[src/rtl/trace_pkg.sv]
// Shared types for the commit trace buffer: FSM states, capture modes and the
// record layout presented on rd_data.
package trace_pkg;

    localparam int unsigned REC_DATA_W = 32;
    localparam int unsigned REC_REG_W  = 5;

    localparam logic FILL    = 1'b0;
    localparam logic TRIGGER = 1'b1;

    typedef enum logic [1:0] {
        IDLE  = 2'd0,
        ARMED = 2'd1,
        POST  = 2'd2,
        DONE  = 2'd3
    } trace_state_t;

    // Field order matches rd_data MSB to LSB for the default widths.
    typedef struct packed {
        logic                  memwrite;
        logic                  regwrite;
        logic [REC_REG_W-1:0]  writereg;
        logic [REC_DATA_W-1:0] writedata;
        logic [REC_DATA_W-1:0] instr;
    } commit_rec_t;

endpackage

[src/rtl/commit_trace_buffer_if.sv]
// Commit input bus and valid/ready drain port of the commit trace buffer.
interface commit_trace_buffer_if #(
    parameter int unsigned DATA_W     = 32,
    parameter int unsigned REG_ADDR_W = 5
);
    localparam int unsigned REC_W = 2 + REG_ADDR_W + 2 * DATA_W;

    logic                  commit_valid;
    logic [DATA_W-1:0]     commit_instr;
    logic                  commit_regwrite;
    logic [REG_ADDR_W-1:0] commit_writereg;
    logic [DATA_W-1:0]     commit_writedata;
    logic                  commit_memwrite;

    logic                  rd_valid;
    logic                  rd_ready;
    logic [REC_W-1:0]      rd_data;

    modport master (
        output commit_valid, commit_instr, commit_regwrite, commit_writereg,
               commit_writedata, commit_memwrite, rd_ready,
        input  rd_valid, rd_data
    );

    modport slave (
        input  commit_valid, commit_instr, commit_regwrite, commit_writereg,
               commit_writedata, commit_memwrite, rd_ready,
        output rd_valid, rd_data
    );
endinterface

[src/rtl/trace_ram.sv]
// Record storage: one synchronous write port, one asynchronous read port, no reset.
module trace_ram #(
    parameter int unsigned DEPTH = 16,
    parameter int unsigned REC_W = 71,
    localparam int unsigned AW   = $clog2(DEPTH)
) (
    input  logic             clk,
    input  logic             we,
    input  logic [AW-1:0]    waddr,
    input  logic [REC_W-1:0] wdata,
    input  logic [AW-1:0]    raddr,
    output logic [REC_W-1:0] rdata
);
    logic [REC_W-1:0] mem_q [DEPTH];

    always_ff @(posedge clk) begin
        if (we) mem_q[waddr] <= wdata;
    end

    assign rdata = mem_q[raddr];
endmodule

[src/rtl/commit_trace_buffer.sv]
// Capture buffer for committed instructions: fill-until-full or circular
// pre/post-trigger capture, drained oldest-first through a show-ahead port.
module commit_trace_buffer
    import trace_pkg::*;
#(
    parameter int unsigned DATA_W     = 32,
    parameter int unsigned REG_ADDR_W = 5,
    parameter int unsigned DEPTH      = 16,
    parameter int unsigned POST_TRIG  = 4,
    localparam int unsigned AW        = $clog2(DEPTH),
    localparam int unsigned CW        = AW + 1,
    localparam int unsigned REC_W     = 2 + REG_ADDR_W + 2 * DATA_W
) (
    input  logic                 clk,
    input  logic                 reset,
    input  logic                 arm,
    input  logic                 mode,
    input  logic [DATA_W-1:0]    trig_mask,
    input  logic [DATA_W-1:0]    trig_value,
    commit_trace_buffer_if.slave bus,
    output logic [CW-1:0]        count,
    output logic                 triggered,
    output logic                 overflow,
    output logic                 done
);
    trace_state_t      state_q, state_d;
    logic [AW-1:0]     wr_ptr_q, wr_ptr_d;
    logic [AW-1:0]     rd_ptr_q, rd_ptr_d;
    logic [CW-1:0]     count_q, count_d;
    logic [AW-1:0]     post_q, post_d;
    logic              triggered_q, triggered_d;
    logic              overflow_q, overflow_d;
    logic              mode_q, mode_d;
    logic [DATA_W-1:0] mask_q, mask_d;
    logic [DATA_W-1:0] value_q, value_d;

    logic              we_c;
    logic              match_c;
    logic              full_c;
    logic              pop_c;
    logic [REC_W-1:0]  rec_c;
    logic [REC_W-1:0]  ram_rdata;

    assign match_c = ((bus.commit_instr & mask_q) == (value_q & mask_q));
    assign full_c  = (count_q == CW'(DEPTH));
    assign pop_c   = bus.rd_valid & bus.rd_ready;
    assign rec_c   = {bus.commit_memwrite, bus.commit_regwrite, bus.commit_writereg,
                      bus.commit_writedata, bus.commit_instr};

    trace_ram #(.DEPTH(DEPTH), .REC_W(REC_W)) u_ram (
        .clk   (clk),
        .we    (we_c),
        .waddr (wr_ptr_q),
        .wdata (rec_c),
        .raddr (rd_ptr_q),
        .rdata (ram_rdata)
    );

    always_ff @(posedge clk or posedge reset) begin
        if (reset) begin
            state_q     <= IDLE;
            wr_ptr_q    <= '0;
            rd_ptr_q    <= '0;
            count_q     <= '0;
            post_q      <= '0;
            triggered_q <= 1'b0;
            overflow_q  <= 1'b0;
            mode_q      <= FILL;
            mask_q      <= '0;
            value_q     <= '0;
        end else begin
            state_q     <= state_d;
            wr_ptr_q    <= wr_ptr_d;
            rd_ptr_q    <= rd_ptr_d;
            count_q     <= count_d;
            post_q      <= post_d;
            triggered_q <= triggered_d;
            overflow_q  <= overflow_d;
            mode_q      <= mode_d;
            mask_q      <= mask_d;
            value_q     <= value_d;
        end
    end

    // Arm wins over everything, including a commit in the same cycle.
    always_comb begin
        state_d     = state_q;
        wr_ptr_d    = wr_ptr_q;
        rd_ptr_d    = rd_ptr_q;
        count_d     = count_q;
        post_d      = post_q;
        triggered_d = triggered_q;
        overflow_d  = overflow_q;
        mode_d      = mode_q;
        mask_d      = mask_q;
        value_d     = value_q;
        we_c        = 1'b0;

        if (arm) begin
            state_d     = ARMED;
            wr_ptr_d    = '0;
            rd_ptr_d    = '0;
            count_d     = '0;
            post_d      = '0;
            triggered_d = 1'b0;
            overflow_d  = 1'b0;
            mode_d      = mode;
            mask_d      = trig_mask;
            value_d     = trig_value;
        end else begin
            unique case (state_q)
                ARMED, POST: begin
                    if (bus.commit_valid) begin
                        we_c     = 1'b1;
                        wr_ptr_d = wr_ptr_q + 1'b1;
                        if (mode_q == FILL) begin
                            count_d = count_q + 1'b1;
                            if (count_q == CW'(DEPTH - 1)) state_d = DONE;
                        end else begin
                            // Circular: when full the oldest record is overwritten.
                            if (full_c) begin
                                rd_ptr_d   = rd_ptr_q + 1'b1;
                                overflow_d = 1'b1;
                            end else begin
                                count_d = count_q + 1'b1;
                            end
                            if (state_q == POST) begin
                                post_d = post_q - 1'b1;
                                if (post_q == AW'(1)) state_d = DONE;
                            end else if (match_c) begin
                                triggered_d = 1'b1;
                                if (POST_TRIG == 0) begin
                                    state_d = DONE;
                                end else begin
                                    post_d  = AW'(POST_TRIG);
                                    state_d = POST;
                                end
                            end
                        end
                    end
                end
                DONE: begin
                    if (pop_c) begin
                        rd_ptr_d = rd_ptr_q + 1'b1;
                        count_d  = count_q - 1'b1;
                    end
                end
                default: ;
            endcase
        end
    end

    assign count        = count_q;
    assign triggered    = triggered_q;
    assign overflow     = overflow_q;
    assign done         = (state_q == DONE);
    assign bus.rd_valid = done && (count_q != '0);
    assign bus.rd_data  = bus.rd_valid ? ram_rdata : '0;
endmodule

[src/flat_wrapper.sv]
// flat-port wrapper written by rule: the top's interface ports become plain ports
module commit_trace_buffer_flat import trace_pkg::*;
#(
    parameter int unsigned DATA_W     = 32,
    parameter int unsigned REG_ADDR_W = 5,
    parameter int unsigned DEPTH      = 16,
    parameter int unsigned POST_TRIG  = 4,
    localparam int unsigned AW        = $clog2(DEPTH),
    localparam int unsigned CW        = AW + 1,
    localparam int unsigned REC_W     = 2 + REG_ADDR_W + 2 * DATA_W
)
  (clk, reset, arm, mode, trig_mask, trig_value, count, triggered, overflow, done, bus_commit_valid, bus_commit_instr, bus_commit_regwrite, bus_commit_writereg, bus_commit_writedata, bus_commit_memwrite, bus_rd_ready, bus_rd_valid, bus_rd_data);
  commit_trace_buffer_if #(.DATA_W(DATA_W), .REG_ADDR_W(REG_ADDR_W)) bus_i ();
  input  logic clk;
  input  logic reset;
  input  logic arm;
  input  logic mode;
  input  logic [DATA_W-1:0] trig_mask;
  input  logic [DATA_W-1:0] trig_value;
  output logic [CW-1:0] count;
  output logic triggered;
  output logic overflow;
  output logic done;
  input wire logic [$bits(bus_i.commit_valid)-1:0] bus_commit_valid;
  input wire logic [$bits(bus_i.commit_instr)-1:0] bus_commit_instr;
  input wire logic [$bits(bus_i.commit_regwrite)-1:0] bus_commit_regwrite;
  input wire logic [$bits(bus_i.commit_writereg)-1:0] bus_commit_writereg;
  input wire logic [$bits(bus_i.commit_writedata)-1:0] bus_commit_writedata;
  input wire logic [$bits(bus_i.commit_memwrite)-1:0] bus_commit_memwrite;
  input wire logic [$bits(bus_i.rd_ready)-1:0] bus_rd_ready;
  output wire logic [$bits(bus_i.rd_valid)-1:0] bus_rd_valid;
  output wire logic [$bits(bus_i.rd_data)-1:0] bus_rd_data;
  assign bus_i.commit_valid = bus_commit_valid;
  assign bus_i.commit_instr = bus_commit_instr;
  assign bus_i.commit_regwrite = bus_commit_regwrite;
  assign bus_i.commit_writereg = bus_commit_writereg;
  assign bus_i.commit_writedata = bus_commit_writedata;
  assign bus_i.commit_memwrite = bus_commit_memwrite;
  assign bus_i.rd_ready = bus_rd_ready;
  assign bus_rd_valid = bus_i.rd_valid;
  assign bus_rd_data = bus_i.rd_data;
  commit_trace_buffer #(.DATA_W(DATA_W), .REG_ADDR_W(REG_ADDR_W), .DEPTH(DEPTH), .POST_TRIG(POST_TRIG)) u_core (.clk(clk), .reset(reset), .arm(arm), .mode(mode), .trig_mask(trig_mask), .trig_value(trig_value), .bus(bus_i), .count(count), .triggered(triggered), .overflow(overflow), .done(done));
endmodule
[config.mk]
export PLATFORM = sky130hd
export DESIGN_NAME = commit_trace_buffer_flat
export DESIGN_NICKNAME = d
export VERILOG_FILES = /design/src/rtl/trace_pkg.sv /design/src/rtl/commit_trace_buffer_if.sv /design/src/rtl/trace_ram.sv /design/src/rtl/commit_trace_buffer.sv /design/src/flat_wrapper.sv
export SDC_FILE = /design/constraint.sdc
export NUM_CORES = 1
export LEC_CHECK = 0
export CORE_UTILIZATION = 60
export CTS_CLUSTER_DIAMETER = 100
export DETAILED_ROUTE_END_ITERATION = 8
export HOLD_SLACK_MARGIN = 0.06
export PLACE_DENSITY_LB_ADDON = 0.05
export SYNTH_ARGS = -nofsm -noshare
export SYNTH_HDL_FRONTEND = slang
export SYNTH_HIERARCHICAL = 1
export SYNTH_SLANG_ARGS = --single-unit
[constraint.sdc]
create_clock -name clk -period 9.48 [get_ports clk]
set_input_delay 1.896 -clock clk [delete_from_list [all_inputs] [get_ports clk]]
set_output_delay 1.896 -clock clk [all_outputs]
set_load 0.01 [all_outputs]
# == Word level (Yosys, flattened, before mapping) ==
# Memory sizes are Yosys's and may differ from the RTL's.
# Index checks and enable logic that the tools add are counted.
# word_totals
regBits,86
ram_bits,1136
memories,1
# memory_table
memory,depth,width,rd,rd_ports_with_merged_regs,wr,line_no,rtl
u_core.u_ram.mem_q,16,71,1,0,1,trace_ram.sv:14,logic [REC_W-1:0] mem_q [DEPTH];
# classes
addsub,5
n_eq_ne,15
n_mux,46
bitwise,3
n_reduce_logical,18
# op_table
operator,count
$mux W71,1
$and A32 B32 Y32,2
$mux W4,14
$eq A32 B32 Y1,1
$mux W5,5
$mux W1,16
$mux W2,8
$reduce_and A5 Y1,3
$ne A4 B4 Y1 const B,3
$reduce_and A4 Y1,3
$pmux W5 S2,1
$reduce_bool A2 Y1,5
$reduce_bool A3 Y1,3
$add A4 B1 Y4 const B,2
$pmux W4 S2,1
$ne A3 B2 Y1 const B,2
$ne A3 B3 Y1 const B,2
$add A5 B1 Y5 const B,1
$eq A5 B4 Y1 const B,1
$eq A5 B5 Y1 const B,1
$reduce_bool A5 Y1,1
$sub A5 B1 Y5 const B,1
$eq A2 B2 Y1 const B,2
$eq A4 B1 Y1 const B,1
other kinds (7),7

# == Logic depth before layout (Yosys ltp) ==
# logic_depth
depth_word,8
ltp_mapped,8
depth_no_buf,8

# == Modules after synthesis ==
# Netlist, hierarchy kept.
# by_module_without_submodules
module,instances,cells_per_inst,area_each_um2,seq_area_each_um2
trace_ram,1,1755,42490.8,34112.7
commit_trace_buffer,1,409,4628.2,2152.1

# == Worst setup path before layout ==
# Ideal clock, no wire load.
# synth_path
kind,input -> register
start,input port arm
end,memory u_core.u_ram.mem_q[0][0] (enable)
setup_ns,0.587
t_arrival_ns,8.027
path_slack_ns,0.865
stages,6
cell_sequence,clkbuf_1 -> clkbuf_1 -> buf_1 -> nor3_1 -> or3b_1 -> nor3_1
# synth_between
elab_chain_cells,3
# synth_rtl
item,line_no,rtl
start: declaration,flat_wrapper.sv:16,input logic arm;
$mux W1,commit_trace_buffer.sv:99,if (arm) begin
net u_core.we_c,commit_trace_buffer.sv:37,logic we_c;
$mux W1,trace_ram.sv:17,if (we) mem_q[waddr] <= wdata;
$mux W1 (implied by the code),trace_ram.sv:17,
end: declaration,trace_ram.sv:14,
# The timed path passes the listed nets, and every way through them passes these cells.

# == Worst setup path after layout ==
# layout_path
start,register u_core.rd_ptr_q[2]
end,output port bus_rd_data[6]
# layout_between
elab_chain_cells,2
# layout_rtl
item,line_no,rtl
start: declaration,commit_trace_buffer.sv:28,"logic [AW-1:0] rd_ptr_q, rd_ptr_d;"
start signal: assignment,commit_trace_buffer.sv:74,rd_ptr_q <= rd_ptr_d;
$mem_v2 Z16 W71,--,
net u_core.ram_rdata[6],commit_trace_buffer.sv:42,logic [REC_W-1:0] ram_rdata;
$mux W71,commit_trace_buffer.sv:158,assign bus.rd_data = bus.rd_valid ? ram_rdata : '0;
end: declaration,flat_wrapper.sv:32,output wire logic [$bits(bus_i.rd_data)-1:0] bus_rd_data;
# The timed path passes the listed nets, and every way through them passes these cells.

==> run summary <==
Final Critical Period -> 5.97 ns
setup TNS -> 0 ns
max incr delay on CP -> 0.99 ns
WP data arrival -> 4.08 ns
Post-Syn Nets -> 2,315
Die Y -> 282 µm
routed via count -> 22,900
Layout fillers -> 4,755
Critical Path End Type -> output port
Post-Syn Area -> 47,100 µm²
nets@finish -> 2,582
Async S/R FF share, synth -> 7.04%
sequential fraction of the synthesis area -> 77.0%
FP Rows -> 102
DR pass1 iterations -> 5
first-pass GRT wire length -> 155,000 µm
routed wire length -> 106,000 µm
gpl congestion -> 0.783
number of buffers created by CTS -> 119
top cell type's share of synthesized area -> 72.4%
antenna violations before repair -> 4
pre-CTS setup slack -> 4.02 ns
final setup margin -> 3.51 ns
Area contributors post-synth -> edfxtp_1 (72%), mux4_2 (14%), dfrtp_1 (4.6%)
overall power -> 11,700 µW
Fin. Hold Viols -> 0
I/O pin count -> 221
WP data required -> 7.58 ns
crit start category -> flip-flop
Synth Instances -> 2,164
Die ar. -> 79,700 µm²
Resize count post-CTS -> 0
top_reg_cell synth -> edfxtp_1
GRT Total Usage -> 27.3%
number of flops mapped to enable cells by yosys -> 1,136
root buf cell -> clkbuf_16
H-tree Lvls -> 3
Leak -> 0.0172 µW
DRC Markers -> 0
vias in the first global route -> 24,000
post-route insts no fill -> 3,576
area leader, netlist -> edfxtp_1
area delta synth->final -> 15.8%
Setup CP Type -> flip-flop to output port
Clock Latency Late Sink -> 0.67 ns
syn_area_per_cell -> 21.8 µm²
status -> completed
largest net degree at the start of global routing -> 123
post-DP HPWL -> 54,200 µm
YS warnings -> 6
worst hold path depth -> 1
PD cells -> 214 nW/µm²
slew margin rel. -> 23.0%
worst-case clock buffer depth -> 3
mean number of vias per cell -> 6.41
Core Footprint -> 77,600 µm²
VDD IR max -> 0.152 mV
FF+latch area -> 36,300 µm²
reg2reg path depth -> 7
GRT overflow -> 0
antenna violation net count after detailed routing -> 0
Starting Density -> 60.7%
slowest CP cell -> nor2b_4
layout cells sized above 1 -> 23.7%
Worst Hold Class -> flip-flop to flip-flop
area of the multi-input gates -> 10,300 µm²
fin crit share -> 63.0%
CP cell instances -> nor2b_4, buf_4, a22oi_1, nand2_1, and2_1, clkdlybuf4s50_1
cts hold-fix bufs -> 0
clock tree sinks -> 1,222
setup bufs post-CTS -> 0
skew final -> 0.0190 ns
die width -> 282 µm
Placed Cells incl. Taps -> 3,350
final setup vio count -> 0
max-cap viol count -> 0
peak fanout along the critical path -> 44
Final Max Slew Viols -> 0
RSZ-0062 raised after global routing -> no
first-iteration detailed-routing DRC count -> 2,316
Distinct cells, synth -> 51
WL per Instance -> 29.6 µm
worst slew pin tran -> 1.15 ns
fmax -> 167 MHz
buffers added on ports -> 220
Yosys reg bits -> 1,222
CTS tree -> done
clk slew on worst S/H paths -> 0.06 ns
final timing paths:
check	startpoint	end	slack (ns)
max in group asynchronous	reset	u_core/rd_ptr_q[1]$_DFFE_PP0P_	6.72
hold reg to reg	u_core/mask_q[1]$_DFFE_PP0P_	u_core/mask_q[1]$_DFFE_PP0P_	0.51
min in group asynchronous	reset	u_core/mask_q[22]$_DFFE_PP0P_	1.62
setup / recovery	u_core/rd_ptr_q[2]$_DFFE_PP0P_	bus_rd_data[6]	3.51
setup reg to reg	u_core/state_q[0]$_DFFE_PP0P_	u_core/u_ram/mem_q[10][47]$_DFFE_PP_	5.69
hold / removal	u_core/mask_q[1]$_DFFE_PP0P_	u_core/mask_q[1]$_DFFE_PP0P_	0.51
final cells by class:
| cell class | count | area share [%] |
|---|---|---|
| sequential | 1222 | 66.5 |
| tap | 1040 | 2.38 |
| antenna | 2 | 0.00917 |
| multi-input combinational | 811 | 18.9 |
| timing repair buffer | 263 | 4.76 |
| clock inverter | 80 | 1.52 |
| inverter | 14 | 0.0986 |
| clock buffer | 144 | 5.82 |
metal layers:
layer  wire length (µm)  global-route usage, %
met1              42300                   38.6
met2              53700                   45.5
met3               7960                   4.35
met4               1660                   6.15
met5                 18                      0
cell usage in the layout (no fill, tap or decap), drive strengths merged, types with 3 or more instances in the layout:
master / n
mux4: 284
inv: 15
clkbuf: 144
nand3b: 3
nand2: 77
ha: 9
bufinv: 17
clkdlybuf4s50: 219
a22oi: 158
a21oi: 5
nand4: 7
clkinv: 53
xor2: 34
nand3: 4
and2: 73
dfrtp: 86
mux2i: 5
clkinvlp: 9
xnor2: 6
edfxtp: 1136
buf: 44
o21ai: 4
nor2: 32
mux2: 66
nor3: 7
nor2b: 5
through the flow:
| step | area [µm²] | utilization, % | hold slack [ns] |
|---|---|---|---|
| 2_1_floorplan | 47100 | - | 0.481 |
| 6_report | 54600 | 70.3 | 0.509 |
| 5_1_grt | 54600 | 70.3 | 0.523 |
| 4_1_cts | 54600 | 70.3 | 0.512 |
| 3_5_place_dp | 50600 | 65.2 | 0.494 |
| 3_3_place_gp | 50600 | 65.2 | 0.489 |
report_power, final:
group | internal (µW) | total, µW | leakage, µW | switching (µW)
logic | 430 | 849 | 0.00405 | 419
registers | 5970 | 6010 | 0.0113 | 46.0
clock network | 2840 | 4800 | 0.00194 | 1960
total | 9230 | 11700 | 0.0172 | 2430
cells by family (layout without fill, tap and decap cells):
family | Yosys count | in the layout | synth area share [%]
mux | 355 | 355 | 15.3
simple gates | 220 | 220 | 2.36
other cells | 0 | 2 | 0
buf+inv | 131 | 501 | 1.40
compound gates | 186 | 186 | 2.99
xor+xnor | 40 | 40 | 0.744
flops | 1222 | 1222 | 77.0
fa+ha+maj | 10 | 10 | 0.281
state kept, by name (all words and copies together) (netlist names), 2 cells and up:
| name | flops |
|---|---|
| u_core/value_q | 32 |
| u_core/u_ram/mem_q | 1136 |
| u_core/mask_q | 32 |
| u_core/state_q | 2 |
| u_core/count | 5 |
| u_core/post_q | 4 |
| u_core/rd_ptr_q | 4 |
| u_core/wr_ptr_q | 4 |
synthesized netlist by cell type, drive strengths merged (3+ instances only):
library cell	count
o21ai	4
xnor2	6
nand4	7
nand3b	3
and2	73
nor2b	5
nor3	7
mux2i	5
mux4	284
clkbuf	52
dfrtp	86
nand3	4
ha	9
nand2	77
xor2	34
mux2	66
nor2	32
buf	65
a22oi	158
inv	14
a21oi	5
edfxtp	1136
critical path, delay by kind of cell (launching register included):
kind / cells / cell delay (ns)
AOI/OAI and AO/OA: 1 / 0.20
and+or+nand+nor: 3 / 1.32
DFF: 1 / 0.51
buffers and inverters: 2 / 1.33
Power figures use the tool's default switching activity.
